<file path="config.mk">
export PLATFORM = sky130hd
export DESIGN_NAME = amo_sequencer
export DESIGN_NICKNAME = d
export VERILOG_FILES = /design/src/rtl/amo_sequencer.sv
export SDC_FILE = /design/constraint.sdc
export NUM_CORES = 1
export LEC_CHECK = 0
export CAP_MARGIN = 20
export CORE_MARGIN = 5
export CORE_UTILIZATION = 46
export CTS_CLUSTER_SIZE = 28
export DETAILED_ROUTE_END_ITERATION = 8
export GPL_ROUTABILITY_DRIVEN = 0
export PLACE_DENSITY = 0.78
export SYNTH_ARGS = -nofsm -noshare
export SYNTH_HDL_FRONTEND = slang
export SYNTH_SLANG_ARGS = --single-unit
</file>
<file path="constraint.sdc">
create_clock -name i_clk -period 3.1 [get_ports i_clk]
set_input_delay 0.31 -clock i_clk [delete_from_list [all_inputs] [get_ports i_clk]]
set_output_delay 0.31 -clock i_clk [all_outputs]
set_load 0.05 [all_outputs]
</file>
<file path="src/rtl/amo_sequencer.sv">
// amo_sequencer: stalling read-modify-write engine for RV32A AMOs (SWAP/ADD/XOR/AND/OR/MIN/MAX/MINU/MAXU.W).
// Latency: start accepted at T, memory write at T+2, o_result_valid at T+3; o_stall high T..T+2.
// Backpressure: none accepted; the pipeline is held via o_stall, and start/flush are ignored outside IDLE.
//
// Ports:
//   i_clk, i_rst                      clock, synchronous active-high reset
//   i_amo_start, i_amo_funct5         AMO request from MA and its operation select
//   i_address, i_rs2_data             effective address (rs1) and operand (rs2)
//   i_flush                           pipeline flush, only honoured in IDLE
//   o_mem_read_*, i_mem_read_data     data memory read port (data returns one cycle after the request)
//   o_write_*                         single-cycle AMO write to the cache write controller and memory
//   o_stall                           pipeline stall request
//   o_result, o_result_valid          old memory word for rd and its completion pulse
//   o_misaligned, o_illegal           rejection pulses; no memory access is made in either case
module amo_sequencer #(
    parameter int XLEN = 32
) (
    input  logic            i_clk,
    input  logic            i_rst,
    input  logic            i_amo_start,
    input  logic [4:0]      i_amo_funct5,
    input  logic [XLEN-1:0] i_address,
    input  logic [XLEN-1:0] i_rs2_data,
    input  logic            i_flush,
    output logic            o_mem_read_enable,
    output logic [XLEN-1:0] o_mem_read_address,
    input  logic [XLEN-1:0] i_mem_read_data,
    output logic            o_write_enable,
    output logic [XLEN-1:0] o_write_address,
    output logic [XLEN-1:0] o_write_data,
    output logic            o_stall,
    output logic [XLEN-1:0] o_result,
    output logic            o_result_valid,
    output logic            o_misaligned,
    output logic            o_illegal
);

    typedef enum logic [1:0] {
        IDLE      = 2'd0,
        READ_WAIT = 2'd1,
        WRITE     = 2'd2,
        DONE      = 2'd3
    } state_t;

    localparam logic [4:0] F5_ADD  = 5'b00000;
    localparam logic [4:0] F5_SWAP = 5'b00001;
    localparam logic [4:0] F5_XOR  = 5'b00100;
    localparam logic [4:0] F5_OR   = 5'b01000;
    localparam logic [4:0] F5_AND  = 5'b01100;
    localparam logic [4:0] F5_MIN  = 5'b10000;
    localparam logic [4:0] F5_MAX  = 5'b10100;
    localparam logic [4:0] F5_MINU = 5'b11000;
    localparam logic [4:0] F5_MAXU = 5'b11100;

    state_t          state;
    state_t          state_nxt;
    logic [XLEN-1:0] addr_q;
    logic [XLEN-1:0] rs2_q;
    logic [4:0]      funct5_q;
    logic [XLEN-1:0] old_q;
    logic [XLEN-1:0] wr_addr_q;
    logic [XLEN-1:0] wr_data_q;

    logic funct_legal;
    logic aligned;
    logic req;
    logic accept;

    function automatic logic [XLEN-1:0] amo_op(input logic [4:0] f5,
                                               input logic [XLEN-1:0] old,
                                               input logic [XLEN-1:0] operand);
        logic [XLEN-1:0] res;
        res = operand;
        case (f5)
            F5_SWAP: res = operand;
            F5_ADD:  res = old + operand;
            F5_XOR:  res = old ^ operand;
            F5_AND:  res = old & operand;
            F5_OR:   res = old | operand;
            F5_MIN:  res = ($signed(old) < $signed(operand)) ? old : operand;
            F5_MAX:  res = ($signed(old) > $signed(operand)) ? old : operand;
            F5_MINU: res = (old < operand) ? old : operand;
            F5_MAXU: res = (old > operand) ? old : operand;
            default: res = operand;
        endcase
        return res;
    endfunction

    always_comb begin
        funct_legal = 1'b0;
        case (i_amo_funct5)
            F5_ADD, F5_SWAP, F5_XOR, F5_OR, F5_AND,
            F5_MIN, F5_MAX, F5_MINU, F5_MAXU: funct_legal = 1'b1;
            default:                          funct_legal = 1'b0;
        endcase
    end

    // Requests are only looked at in IDLE and outside reset; a flush kills
    // the request outright, including its misaligned/illegal reporting.
    assign aligned = (i_address[1:0] == 2'b00);
    assign req     = (state == IDLE) && !i_rst && i_amo_start && !i_flush;
    assign accept  = req && aligned && funct_legal;

    always_comb begin
        state_nxt          = state;
        o_mem_read_enable  = 1'b0;
        o_mem_read_address = '0;
        o_stall            = 1'b0;
        o_write_enable     = 1'b0;
        o_result_valid     = 1'b0;
        o_misaligned       = 1'b0;
        o_illegal          = 1'b0;
        case (state)
            IDLE: begin
                o_misaligned = req && !aligned;
                o_illegal    = req && aligned && !funct_legal;
                if (accept) begin
                    o_mem_read_enable  = 1'b1;
                    o_mem_read_address = {i_address[XLEN-1:2], 2'b00};
                    o_stall            = 1'b1;
                    state_nxt          = READ_WAIT;
                end
            end
            READ_WAIT: begin
                o_stall   = 1'b1;
                state_nxt = WRITE;
            end
            WRITE: begin
                o_stall        = 1'b1;
                o_write_enable = 1'b1;
                state_nxt      = DONE;
            end
            DONE: begin
                o_result_valid = 1'b1;
                state_nxt      = IDLE;
            end
            default: state_nxt = IDLE;
        endcase
    end

    always_ff @(posedge i_clk) begin
        if (i_rst) begin
            state     <= IDLE;
            addr_q    <= '0;
            rs2_q     <= '0;
            funct5_q  <= '0;
            old_q     <= '0;
            wr_addr_q <= '0;
            wr_data_q <= '0;
        end else begin
            state <= state_nxt;
            if (accept) begin
                addr_q   <= {i_address[XLEN-1:2], 2'b00};
                rs2_q    <= i_rs2_data;
                funct5_q <= i_amo_funct5;
            end
            // The new value is computed straight off the read data so the
            // write cycle drives registered address/data, which then hold
            // until the next AMO reaches this point.
            if (state == READ_WAIT) begin
                old_q     <= i_mem_read_data;
                wr_addr_q <= addr_q;
                wr_data_q <= amo_op(funct5_q, i_mem_read_data, rs2_q);
            end
        end
    end

    assign o_write_address = wr_addr_q;
    assign o_write_data    = wr_data_q;
    assign o_result        = old_q;

endmodule
</file>
After elaboration in Yosys (flattened, before gate mapping)
Memory sizes are Yosys's and may differ from the RTL's.
Cells that the tools add are included.
{ "word_totals": {"romBits": 32, "register_bits": 163, "output_inout_bits": 134, "n_memories": 1, "input_bits": 105} }
{ "classes": {"n_bitwise": 3, "add_sub_neg": 1, "reduce_logical": 15, "eq_ne": 11, "n_mux": 16, "order_cmp": 4} }
{ "memory_table": {"columns": ["name", "depth", "width", "read_ports", "rd_ports_with_merged_regs", "wr", "line_no", "text"], "rows": [
  ["(name not given)", 32, 1, 1, 0, 0, "91", "case (i_amo_funct5)"]
]} }
{ "op_table": {"columns": ["op", "count"], "rows": [
  ["$pmux 32 s8", 1],
  ["$mux 32", 6],
  ["$gt 32x32->1", 2],
  ["$lt 32x32->1", 2],
  ["$add 32x32->32", 1],
  ["$and 32x32->32", 1],
  ["$or 32x32->32", 1],
  ["$xor 32x32->32", 1],
  ["$eq 5x5->1 const B", 4],
  ["$eq 5x4->1 const B", 2],
  ["$pmux 2 s4", 1],
  ["$logic_and 1x1->1", 7],
  ["$mux 1", 6],
  ["$eq 5x3->1 const B", 1],
  ["$logic_not 5->1", 1],
  ["$eq 2x2->1 const B", 2],
  ["$logic_not 1->1", 4],
  ["$logic_not 2->1", 2],
  ["$eq 2x1->1 const B", 1],
  ["$mux 2", 1],
  ["$ne 2x2->1 const B", 1],
  ["$pmux 1 s2", 1],
  ["$reduce_or 2->1", 1]
]} }

Longest topological paths before layout
Gate-level depths: netlist (run 1).
{ "depth": {"ltp_word": 8, "depth_mapped": 15, "depth_no_buf": 12} }

Worst setup path after synthesis (run 1)
Ideal clock, no wire load.
{ "synth_path": {"path_kind": "register -> register", "startpoint": "reg rs2_q[26]", "endpoint": "reg wr_data_q[28], in the netlist o_write_data[28]", "setup_time_ns": 0.120, "path_stages_with_launch": 15, "setup_slack_ns": -0.158, "arrival_ns": 3.138, "path_cell_list": "dfxtp_1 inv_1 ha_1 buf_2 nor4_4 nand4_1 or4_1 nor3_2 a211o_1 a211oi_1 a21o_1 buf_6 a221o_1 a32oi_1 nand2_1"} }
{ "synth_via": {"elab_chain_cells": 3, "elab_cells_between_ends": 10, "classes_between": "1 x add/sub; 4 x order compare; 5 x mux"} }
{ "synth_rtl": {"columns": ["item", "line_no", "text"], "rows": [
  ["start: declaration", "58", "logic [XLEN-1:0] rs2_q;"],
  ["start signal: assignment", "154", "rs2_q <= i_rs2_data;"],
  ["$gt 32x32->1 (tied with other cells)", "83", "F5_MAXU: res = (old > operand) ? old : operand;"],
  ["$mux 32, on equally long branches", null, null],
  ["$pmux 32 s8 *", "74", "case (f5)"],
  ["end signal: assignment", "163", "wr_data_q <= amo_op(funct5_q, i_mem_read_data, rs2_q);"],
  ["end: declaration", "62", "logic [XLEN-1:0] wr_data_q;"]
]} }
Mark *: on every way between the ends. The rest lies on a longest branch, timed or not.
A chain may end at the register's enable or synchronous reset.

Final worst setup path (run 1)
{ "layout_path": {"startpoint": "reg rs2_q[29]", "endpoint": "reg wr_data_q[29], in the netlist o_write_data[29]"} }
Same word-level chain as after synthesis.

==> results of run 1 <==
==> what timing repair did <==
item / CTS / global route
gates resized for setup: 67 / 84
endpoints found under the setup margin: 34 / 32
pin swaps: 20 / 43
buffers inserted: 8 / 17
==> per-layer routing <==
metal / share of wire / vias to the layer above / wire length (um) / global-route usage
met2: 0.45 / 693 / 17000 / 0.434
li1: - / 5255 / - / -
met1: 0.38 / 5326 / 14400 / 0.320
met4: 0.051 / 4 / 1930 / 0.127
met5: 0.00066 / - / 25 / 0
met3: 0.12 / 175 / 4350 / 0.0907
==> stage by stage <==
step	setup slack (ns)	total power [mW]	util	area [sq um]
final	-0.223	6.73	0.725	15900
after global routing	-0.354	6.97	0.725	15900
after CTS	-0.0757	6.68	0.706	15500
after detailed placement	-0.790	4.32	0.661	14500
after global placement	-0.639	4.29	0.661	14500
after floorplan	-0.00832	3.57	-	10400
==> worst register-to-register path, cell delays in order, from the launching register on <==
cell and delay, ns:
dfxtp_2 0.32, inv_2 0.08, ha_4 0.21, nor4_4 0.33, nand4_1 0.15, buf_6 0.16
or4_4 0.45, nor3_4 0.18, a211o_1 0.19, a211oi_2 0.10, a21o_1 0.22, buf_12 0.17
buf_6 0.12, a221o_1 0.31, a221oi_2 0.17, a21oi_1 0.06
==> registers in the layout, summed over array words and instances, names as in the netlist <==
| name | flops |
|---|---|
| rs2_q | 32 |
| o_write_data | 32 |
| o_write_address | 30 |
| funct5_q | 5 |
| state | 2 |
| o_result | 32 |
| addr_q | 30 |
==> where the power goes <==
part           internal (mW)  switching, mW  total (mW)
clock                   1.37          0.971        2.34
sequential              2.23         0.0948        2.33
combinational          0.841           1.22        2.06
total                   4.45           2.29        6.73
==> layout by cell type, fill, tap and decap left out, types with 11 or more instances in the layout <==
cell             instances
dfxtp_2                 12
mux2i_1                 66
a221oi_2                15
nand2_1                197
o21ai_1                 18
inv_1                   88
nor2_1                 117
inv_2                   23
ha_1                    75
clkdlybuf4s50_1        183
clkbuf_16               17
a21oi_2                 13
o21ai_0                 51
dfxtp_1                151
o211ai_1                15
ha_4                    23
nor2b_1                 11
xnor2_1                 22
buf_4                  205
a221o_1                 17
a21o_1                  18
buf_12                  35
a21oi_1                125
==> layout make-up <==
cell class / instances / area, sq um / share of cell area
Multi-Input combinational cell: 946 / 6850 / 0.430
Timing Repair Buffer: 450 / 4370 / 0.275
Sequential cell: 163 / 3280 / 0.206
Inverter: 113 / 427 / 0.0268
Clock buffer: 17 / 425 / 0.0267
Tap cell: 280 / 350 / 0.0220
Clock inverter: 15 / 213 / 0.0134
==> worst max-delay path by stage <==
stage               cells past startpoint                to  slack, ns
global route                           15  o_write_data[29]      -0.35
finish                                 15  o_write_data[29]      -0.22
CTS                                    15  o_write_data[29]      -0.08
floorplan                              14  o_write_data[28]     -0.008
global placement                       15  o_write_data[27]      -0.64
detailed placement                     14  o_write_data[27]      -0.79
==> cell families (layout without fill, tap and decap cells) <==
kind of cell,Yosys count,count (layout)
AO/OA/AOI/OAI,356,356
XOR/XNOR,31,31
adder cells (fa/ha/maj),101,101
buffers and inverters,205,595
flip-flops,163,163
multiplexers,67,67
other,1,4
AND/OR/NAND/NOR,387,387
==> flow_summary.json, run 1 <==
{
  "ant_nets": 0,
  "critPathSlowestCell": "or4_4",
  "wl_um": 37800,
  "instances_no_fill": 1984,
  "cts_buffers": 17,
  "vias_per_cell": 5.77,
  "maxSlewViolCount": 0,
  "irDropWorstVdd_mv": 0.371,
  "grtUsageTotal": 0.268,
  "required_ns": 3.42,
  "timing.rr.start": "rs2_q[29]",
  "yosys_register_bits": 163,
  "ios": 239,
  "synthSimpleGateAreaFrac": 0.160,
  "cap_violations": 0,
  "setup-violations-final": 29,
  "antenna_cells": 0,
  "synth_top_area_frac": 0.317,
  "yosysSeqAreaShare": 0.317,
  "synth.largest_area_cell": "dfxtp_1",
  "power.density_mw_per_mm2": 423,
  "violations": "setup timing",
  "core_area_sq_mm": 0.0220,
  "grt_first_pass_wirelength_um": 56600,
  "postSynthCellCount": 1311,
  "crit_fanout": 16,
  "dr.pass1.iters": 6,
  "start_util": 0.470,
  "post-route-drc-count": 0,
  "ctsHtreeMaxLevel": 4,
  "r2r-end": "o_write_data[29]",
  "synth_top_family_by_area": "compound AO/OA/AOI/OAI gates",
  "relSlewSlack": 0.363,
  "hold-path-endpoint": "state[1]",
  "timing.setup.tns_ns": -3.74,
  "period_share": 1.07,
  "cp_data_arrival_time_ns": 3.64,
  "synth_enable_flop_cells": 0,
  "path_cells": "inv_2 > ha_4 > nor4_4 > nand4_1 > buf_6 > or4_4 > nor3_4 > a211o_1 > a211oi_2 > a21o_1 > buf_12 > buf_6 > a221o_1 > a221oi_2 > a21oi_1",
  "ys_top_cells_by_area": "dfxtp_1, ha_1, nand2_1",
  "yosys_warnings": 0,
  "synth.area.mux_share": 0.0650,
  "yosys.cell_types.count": 72,
  "die-area_sq_mm": 0.0255,
  "rsz0062_at_grt": "true",
  "cts_tree": "built",
  "nFillCells": 1554,
  "overflow": 0,
  "status": "finished, violations left",
  "async_flop_share": 0,
  "tightest_slew_ns": 0.952,
  "skew_ns": 0.0115,
  "hold_viol_final": 0,
  "grt_pass1_vias": 11166,
  "hp-class": "in2reg",
  "holdWs_ns": 0.108,
  "synthMostInstantiatedCell": "nand2_1",
  "startpoint": "rs2_q[29]",
  "syn_avg_cell_area_sq_um": 7.86,
  "grt_max_degree": 87,
  "cts_buffer_depth": 2,
  "placed_cells": 1929,
  "clk_pin_slew_worst_paths_ns": 0.07,
  "crit_top_cell": "buf_6",
  "fp.dieH_um": 160,
  "netlist_top_cells_count": "nand2_1, dfxtp_1, a21oi_1",
  "ctsRootBufferMaster": "clkbuf_16",
  "area_growth_pct": 54.4,
  "worst_slack_ns": -0.223,
  "antenna_found_initial": 2,
  "placementRows": 54,
  "dp_hpwl_um": 25700,
  "max_stage_delay_ns": 0.44,
  "min_period_ns": 3.32,
  "synth_ff_type": "dfxtp_1",
  "p_leak_nw": 6.74,
  "drive_gt1_frac": 0.244,
  "die_w_um": 160,
  "synth_compound_area_frac": 0.227,
  "io_buffers": 234,
  "dr_total_vias": 11453,
  "synth_area_sq_mm": 0.0103,
  "wl_per_cell_um": 19.0,
  "nNetsFinal": 1897,
  "rrSetupSlack_ns": -0.22,
  "yosys.area_share.xor_xnor": 0.0271,
  "synthAdderAreaFrac": 0.123,
  "hp-start": "i_rst",
  "max_freq_mhz": 301,
  "drt_iter0_markers": 1042,
  "hold_buffers": 0,
  "crit_path_end_kind": "flop",
  "cts.sinks": 163,
  "path_buf_inv": 4,
  "holdPathStages": 2,
  "rr_worst_depth": 15,
  "crit_family": "simple AND/OR/NAND/NOR gates",
  "clk_latency_ns": 0.43,
  "path_class": "reg2reg",
  "start_kind": "flop"
}
No activity file was read; power rests on OpenSTA's default activity.
==> run 2: changes to the inputs <==
Settings changed: PLACE_DENSITY 0.78 to 0.77.
==> run 2 against run 1 <==
Fmax down 2.3%. Clock-buffer cell count is 1 higher. Via count fell by 0.72%. The run still ends with setup timing left. Largest cell class unchanged.
==> flow_summary.json, run 2 (synthesized netlist as in run 1, its figures left out) <==
{
  "placementRows": 54,
  "grt_pass1_vias": 11367,
  "p_sw_mw": 2.31,
  "final_cell_mix": "buf_4, nand2_1, clkdlybuf4s50_1",
  "cp.depth": 16,
  "path_buf_inv": 6,
  "core_area_sq_mm": 0.0220,
  "start_kind": "input pin",
  "nNetsFinal": 1894,
  "rsz0062_at_grt": "true",
  "cts_buffers": 17,
  "crit_path_end_kind": "flop",
  "wl_um": 38300,
  "tightest_slew_ns": 1.06,
  "max_stage_delay_ns": 0.49,
  "cts_tree": "built",
  "crit_fanout": 4,
  "grtUsageTotal": 0.282,
  "clk_pin_slew_worst_paths_ns": 0.07,
  "cap_violations": 0,
  "required_ns": 3.38,
  "pwr-share-comb": 0.302,
  "timing.setup.tns_ns": -5.70,
  "ctsRootBufferMaster": "clkbuf_16",
  "drive_gt1_frac": 0.233,
  "fp.dieH_um": 160,
  "max_freq_mhz": 294,
  "post-route-drc-count": 0,
  "rr_worst_depth": 15,
  "path_cells": "clkdlybuf4s50_1 > inv_1 > ha_1 > nor2_2 > nand4_1 > buf_4 > nor4_4 > o41ai_4 > a211o_1 > a21oi_2 > a211oi_4 > buf_6 > buf_16 > buf_4 > a221oi_4 > a2111oi_2",
  "die-area_sq_mm": 0.0255,
  "power.density_mw_per_mm2": 426,
  "hold_viol_final": 0,
  "area_growth_pct": 53.9,
  "placed_cells": 1935,
  "dr_total_vias": 11371,
  "drt_iter0_markers": 1246,
  "io_buffers": 234,
  "cts.sinks": 163,
  "start_util": 0.470,
  "instances_no_fill": 1981,
  "ctsHtreeMaxLevel": 4,
  "ios": 239,
  "overflow": 0,
  "p_int_mw": 4.45,
  "clk_latency_ns": 0.44,
  "holdPathStages": 3,
  "status": "finished, violations left",
  "crit_family": "buffers and inverters",
  "worst_slack_ns": -0.301,
  "cp_data_arrival_time_ns": 3.68,
  "irDropWorstVdd_mv": 0.302,
  "p_clk_frac": 0.354,
  "dp_hpwl_um": 25900,
  "wl_per_cell_um": 19.3,
  "sequentialPowerShare": 0.344,
  "die_w_um": 160,
  "min_period_ns": 3.40,
  "path_class": "in2reg",
  "crit_top_cell": "buf_4",
  "grt_first_pass_wirelength_um": 59200,
  "grt_max_degree": 77,
  "violations": "setup timing",
  "p_leak_nw": 6.66,
  "period_share": 1.10,
  "vias_per_cell": 5.74,
  "maxSlewViolCount": 0,
  "setup-violations-final": 32,
  "cts_buffer_depth": 2,
  "skew_ns": 0.0124,
  "hp-class": "in2reg",
  "antenna_cells": 0,
  "antenna_found_initial": 1,
  "swShare": 0.341,
  "dp_slack_ns": -0.747,
  "critPathSlowestCell": "clkdlybuf4s50_1",
  "ant_nets": 0,
  "dr.pass1.iters": 6,
  "mostFrequentLayoutCell": "buf_4",
  "relSlewSlack": 0.293
}
-- run 2: cell count changes in the layout (fill, tap and decap cells not counted), moves of 5 or more --
cell	delta
inv_1	+5
dlymetal6s2s_1	-7
clkdlybuf4s50_1	+8
o21ai_0	+6
o21ai_1	-7
-- run 2: worst min-delay path, stage by stage --
cell,delay (ns)
dlymetal6s2s_1,0.18
mux2i_1,0.11
nor2_1,0.09
-- run 2: path summary, 6_finish.rpt --
path / start / end / slack [ns]
setup reg to reg: rs2_q[22] / o_write_data[22] / -0.28
hold / removal: i_mem_read_data[3] / o_result[3] / 0.30
setup / recovery: i_mem_read_data[22] / o_write_data[22] / -0.30
hold reg to reg: o_write_data[8] / o_write_data[8] / 0.45
-- run 2: power by group through the flow --
| stage | Clock [mW] | Sequential, mW | Combinational, mW |
|---|---|---|---|
| floorplan | 0 | 2.79 | 0.779 |
| global placement | 0 | 2.36 | 1.92 |
| detailed placement | 0 | 2.37 | 1.95 |
| CTS | 2.41 | 2.32 | 1.99 |
| global route | 2.50 | 2.33 | 2.15 |
| finish | 2.39 | 2.32 | 2.04 |
-- run 2: timing repair --
item / in CTS / in global routing
cloned: 1 / 0
gates resized for setup: 78 / 46
hold buffers: 0 / 0
pin swaps: 44 / 31
endpoints found under the hold margin: 0 / 0
setup endpoints to repair: 32 / 32
setup buffers: 12 / 6
-- run 2: cell type report --
cell class,instances,area [sq um]
tap,280,350
sequential,163,3270
inverter,113,424
clock buffer,18,439
fill,1557,6090
clock inverter,14,210
timing repair buffer,447,4370
multi-input combinational,946,6810
-- run 2: metrics by stage --
stage	cell area [sq um]	total power, mW	utilization	hold slack (ns)
CTS	15700	6.72	0.713	0.416
detailed placement	14600	4.32	0.664	0.442
floorplan	10400	3.57	-	0.436
finish	15900	6.76	0.723	0.302
global placement	14600	4.28	0.664	0.442
global route	15900	6.98	0.723	0.357
-- run 2: routing by layer --
layer  global-route usage  up-vias  routed length, um
met5                    0        -                 13
met4                0.131        2               1990
met3               0.0866      175               4090
met2                0.466      707              17300
met1                0.337     5249              14900
li1                     -     5238                  -
